===== config.mk =====
export PLATFORM = sky130hd
export DESIGN_NAME = fetch_stage
export DESIGN_NICKNAME = d
export VERILOG_FILES = /design/src/rtl/fetch_stage.sv
export SDC_FILE = /design/constraint.sdc
export NUM_CORES = 1
export LEC_CHECK = 0
export ABC_CLOCK_PERIOD_IN_PS = 1600
export CAP_MARGIN = 20
export CELL_PAD_IN_SITES_DETAIL_PLACEMENT = 0
export CELL_PAD_IN_SITES_GLOBAL_PLACEMENT = 1
export CORE_MARGIN = 8
export CORE_UTILIZATION = 31
export CTS_CLUSTER_DIAMETER = 150
export DETAILED_ROUTE_END_ITERATION = 6
export PLACE_DENSITY_LB_ADDON = 0.1
export SETUP_SLACK_MARGIN = 0.5
export SLEW_MARGIN = 20
export SYNTH_ARGS = -nofsm -noshare
export SYNTH_HDL_FRONTEND = slang
export SYNTH_SLANG_ARGS = --single-unit

===== constraint.sdc =====
create_clock -name clk -period 1.6 [get_ports clk]
set_input_delay 0.48 -clock clk [delete_from_list [all_inputs] [get_ports clk]]
set_output_delay 0.48 -clock clk [all_outputs]
set_load 0.03 [all_outputs]

===== src/rtl/fetch_stage.sv =====
// ---------------------------------------------------------------------------
// fetch_stage
//
// Instruction fetch/decode front end for an 8-bit accumulator-style core
// with a 32x8 combinational-read memory. One instruction per transaction:
// FETCH reads the instruction at pc, DECODE classifies the opcode, OPREAD
// (memory-reference ops only) reads the operand at ir[4:0], and HOLD
// presents the result until downstream accepts it. At the handshake the
// downstream stage may redirect the pc (jump_en/jump_addr).
//
// Ports
//   clk        : clock, all state updates on the rising edge
//   rst        : synchronous active-high reset
//   start      : leave IDLE and begin fetching (ignored in other states)
//   mem_data   : combinational read data from memory (8 bits)
//   mem_addr   : memory address (pc, or ir[4:0] during OPREAD)
//   mem_read   : read strobe, high in FETCH and OPREAD only
//   ready      : downstream accepts the presented instruction
//   jump_en    : redirect request, only looked at during the handshake
//   jump_addr  : redirect target
//   valid      : ir/operand/pc_out carry a decoded instruction (HOLD)
//   ir         : instruction register, opcode = ir[7:5], addr = ir[4:0]
//   operand    : mem[ir[4:0]] for memory-reference ops, else 8'h00
//   pc_out     : pc, already advanced past the fetched instruction
// ---------------------------------------------------------------------------
module fetch_stage #(
  parameter logic [4:0] RESET_PC = 5'd0
) (
  input  logic       clk,
  input  logic       rst,
  input  logic       start,
  input  logic [7:0] mem_data,
  output logic [4:0] mem_addr,
  output logic       mem_read,
  input  logic       ready,
  input  logic       jump_en,
  input  logic [4:0] jump_addr,
  output logic       valid,
  output logic [7:0] ir,
  output logic [7:0] operand,
  output logic [4:0] pc_out
);

  typedef enum logic [2:0] {
    IDLE   = 3'd0,
    FETCH  = 3'd1,
    DECODE = 3'd2,
    OPREAD = 3'd3,
    HOLD   = 3'd4
  } state_t;

  state_t     state_q, state_d;
  logic [4:0] pc_q, pc_d;
  logic [7:0] ir_q, ir_d;
  logic [7:0] operand_q, operand_d;

  // Opcodes 100, 101 and 110 reference memory. 111 (jump class) does not:
  // the redirect is decided downstream and arrives through jump_en.
  logic is_mem_op;
  assign is_mem_op = (ir_q[7:6] == 2'b10) || (ir_q[7:5] == 3'b110);

  // -------------------------------------------------------------------------
  // State and datapath registers
  // -------------------------------------------------------------------------
  always_ff @(posedge clk) begin
    if (rst) begin
      state_q   <= IDLE;
      pc_q      <= RESET_PC;
      ir_q      <= 8'h00;
      operand_q <= 8'h00;
    end else begin
      state_q   <= state_d;
      pc_q      <= pc_d;
      ir_q      <= ir_d;
      operand_q <= operand_d;
    end
  end

  // -------------------------------------------------------------------------
  // Next-state logic
  // -------------------------------------------------------------------------
  always_comb begin
    state_d = state_q;
    case (state_q)
      IDLE: begin
        if (start) state_d = FETCH;
      end
      FETCH: begin
        state_d = DECODE;
      end
      DECODE: begin
        state_d = is_mem_op ? OPREAD : HOLD;
      end
      OPREAD: begin
        state_d = HOLD;
      end
      HOLD: begin
        if (ready) state_d = FETCH;
      end
      default: begin
        state_d = IDLE;
      end
    endcase
  end

  // -------------------------------------------------------------------------
  // Datapath next values. Every register holds by default, which is what
  // keeps ir/operand/pc_out frozen while HOLD waits on ready.
  // -------------------------------------------------------------------------
  always_comb begin
    pc_d      = pc_q;
    ir_d      = ir_q;
    operand_d = operand_q;
    case (state_q)
      FETCH: begin
        ir_d = mem_data;
        // 5-bit add wraps 31 -> 0 on its own.
        pc_d = pc_q + 5'd1;
      end
      DECODE: begin
        if (!is_mem_op) operand_d = 8'h00;
      end
      OPREAD: begin
        operand_d = mem_data;
      end
      HOLD: begin
        // The redirect is only honoured on the accepting cycle.
        if (ready && jump_en) pc_d = jump_addr;
      end
      default: begin
      end
    endcase
  end

  // -------------------------------------------------------------------------
  // Outputs decoded from state (mem_addr, mem_read, valid); the rest come
  // straight from registers.
  // -------------------------------------------------------------------------
  always_comb begin
    mem_read = 1'b0;
    mem_addr = pc_q;
    valid    = 1'b0;
    case (state_q)
      FETCH: begin
        mem_read = 1'b1;
      end
      OPREAD: begin
        mem_read = 1'b1;
        mem_addr = ir_q[4:0];
      end
      HOLD: begin
        valid = 1'b1;
      end
      default: begin
      end
    endcase
  end

  assign ir      = ir_q;
  assign operand = operand_q;
  assign pc_out  = pc_q;

endmodule

==> results.sh <==
export IMPL_place_hpwl_um=2730
export IMPL_mappedNetlistNets=141
export IMPL_routed_wirelength_um=4070
export IMPL_ff2ff_path_depth=8
export IMPL_nets=216
export IMPL_synth_seq_area_share_pct=42.1
export IMPL_endpoint_kind="output port"
export IMPL_via_per_inst=5.15
export IMPL_synthesis_area_sq_um=1140
export IMPL_synth_xor_area_share_pct=0
export IMPL_synth_commonest_cells="24 x dfxtp_1, 19 x nand2_1, 12 x a21oi_1"
export IMPL_die_x_um=76.7
export IMPL_synth_warnings=0
export IMPL_antenna_found_initial=0
export IMPL_layout_drive_gt1_share_pct=68.4
export IMPL_worst_hold_path_type="reg -> reg"
export IMPL_cts_buffers=3
export IMPL_synth_edff_count=0
export IMPL_cts_sinks=24
export IMPL_dr_total_vias=1257
export IMPL_swShare_pct=29.9
export IMPL_r2r_start="state_q[2]"
export IMPL_synth_simple_area_share_pct=18.2
export IMPL_syn_to_final_growth_pct=99.2
export IMPL_cts_max_path_buffers=2
export IMPL_yosysMostFrequentCell="dfxtp_1"
export IMPL_finalCriticalPeriod_ps=1810
export IMPL_ioPinCount=46
export IMPL_grt_overflow_total=0
export IMPL_clk_pin_slew_ps=80
export IMPL_htreeDepth=1
export IMPL_grt_pass1_wl_um=6710
export IMPL_core_sq_um=3610
export IMPL_dr_pass1_iters=4
export IMPL_finalMaxSlewViolations=0
export IMPL_setup_ws_ps=-206
export IMPL_max_cap_violations=0
export IMPL_synth_top_area_cell="dfxtp_1"
export IMPL_crit_type="reg -> out"
export IMPL_hold_end="ir[1]"
export IMPL_violations="setup timing"
export IMPL_timing_hold_ws_ps=492
export IMPL_avgSynthCellArea_sq_um=9.36
export IMPL_required_ps=1120
export IMPL_combinationalPowerShare_pct=31.0
export IMPL_synth_area_top_cells="dfxtp_1 42%, a32o_1 7.0%, nand2_1 6.2%, a21oi_1 5.3%, mux2_2 4.9%"
export IMPL_utilization_pct=63.1
export IMPL_rsz0062_at_grt="true"
export IMPL_synth_top_family_by_area="compound AO/OA/AOI/OAI gates"
export IMPL_yosys_register_bits=24
export IMPL_diodes=0
export IMPL_ir_drop_mv=0.383
export IMPL_r2r_slack_ps=0
export IMPL_finalHoldViolCount=0
export IMPL_fin_setup_tns_ps=-1050
export IMPL_drt_iter0_markers=48
export IMPL_whs_path_depth=2
export IMPL_grt_max_degree=14
export IMPL_synth_compound_area_share_pct=24.1
export IMPL_wl_per_cell_um=16.7
export IMPL_dpl_worst_slack_ps=-152
export IMPL_drcViolationCount=0
export IMPL_finalCritPeriodShare_pct=113
export IMPL_clock_skew_ps=6.07
export IMPL_grt_usage_pct=13.4
export IMPL_initial_utilization_pct=31.7
export IMPL_setup_violations_final=7
export IMPL_cts_root_buf="clkbuf_8"
export IMPL_cp_max_fo=6
export IMPL_grt_pass1_vias=1320
export IMPL_rows=22
export IMPL_r2r_end="ir[2]"
export IMPL_hold_buffers=0
export IMPL_cts_tree="done"
export IMPL_crit_arrival_ps=1330
export IMPL_relSlewSlack_pct=85.6
export IMPL_yosysUniqueCellTypes=33
export IMPL_clock_latency_ps=260
export IMPL_min_delay_start="ir[1]"
export IMPL_synth_cells=122
export IMPL_start_kind="flop"
export IMPL_p_leak_uw=0.000887
export IMPL_ant_nets=0
export IMPL_netlist_area_leader_share_pct=42.1
export IMPL_synthAdderAreaFrac_pct=1.10
export IMPL_die_area_sq_um=5880
export IMPL_p_per_area_nw_per_um2=635
export IMPL_p_int_uw=1010
export IMPL_synthFlopType="dfxtp_1"
export IMPL_tightest_slew_ps=210
export IMPL_status="complete, but fails checks"
export IMPL_port_buffers=45
export IMPL_synthArstFlopShare_pct=0
export IMPL_muxShareOfSynthArea_pct=8.43
export IMPL_switchingPower_uw=433
export IMPL_fmax_mhz=554
export IMPL_total_power_uw=1450
export IMPL_gp_congestion=0.819
export IMPL_clkPwrFrac_pct=24.0
export IMPL_die_h_um=76.7
export IMPL_pwr_share_seq_pct=44.9
-- cells by family after synthesis --
group,count (synthesis)
and+or+nand+nor,36
buffers and inverters,15
muxes,9
AOI/OAI and AO/OA,37
adders and majority gates,1
DFF,24
-- worst max path at each step --
stage | from | end | slack [ps]
global route | state_q[2] | mem_addr[1] | -260
CTS | state_q[2] | mem_addr[3] | -210
floorplan | state_q[2] | mem_addr[0] | 30
finish | state_q[2] | mem_addr[2] | -210
global placement | ready | pc_out[2] | -100
detailed placement | jump_en | pc_out[4] | -150
-- per-stage QoR --
step | area, sq um | std cells
finish | 2280 | 244
global route | 2280 | 244
CTS | 2150 | 238
detailed placement | 1720 | 222
global placement | 1720 | 222
floorplan | 1200 | 122
-- cell type report --
cell class	count	area, sq um
Multi-Input combinational cell	84	823
Timing Repair Buffer	76	771
Clock inverter	1	3.75
Sequential cell	24	537
Inverter	7	32.5
Clock buffer	3	41.3
Timing Repair inverter	1	7.51
Tap cell	48	60.1
Fill cell	306	1330
-- repair_timing --
item,CTS,global route
setup endpoints to repair,52,51
pin swaps,13,13
cloned,2,0
resized for setup,208,20
buffers inserted,10,6
hold endpoints to repair,0,0
-- per-layer routing --
metal	global-route usage, %	vias up	part of all wire, %
li1	-	608	-
met1	17.0	604	47
met2	21.9	39	47
met3	3.61	6	5.0
met4	3.27	0	0.91
met5	0	-	0
-- layout by cell type (no fill, tap or decap), types with 3 or more instances in the layout --
cell type,n
nand2_1,11
o32ai_2,4
dfxtp_4,11
buf_6,39
nand2_4,8
a21oi_1,3
buf_4,19
a32o_1,8
dfxtp_2,12
nand3_1,3
clkbuf_8,3
a21oi_2,9
mux2i_1,4
clkdlybuf4s50_1,14
mux2_2,5
inv_1,4
-- critical path: stages, from the launching register on --
cell      delay [ps]
dfxtp_2          330
nand3b_1         120
buf_6            130
mux2_2           340
buf_6            140
-- state kept, by name, indices dropped and copies added (netlist names) --
register / flops
ir: 8
operand: 8
pc_out: 5
state_q: 3
-- power groups by stage --
| stage | Clock, uW | Combinational [uW] | Sequential (uW) |
|---|---|---|---|
| 2_1_floorplan | 0 | 144 | 693 |
| 3_3_place_gp | 0 | 315 | 658 |
| 3_5_place_dp | 0 | 314 | 659 |
| 4_1_cts | 365 | 408 | 652 |
| 5_1_grt | 399 | 472 | 654 |
| 6_report | 348 | 449 | 650 |
(Power assumes the default switching activity.)
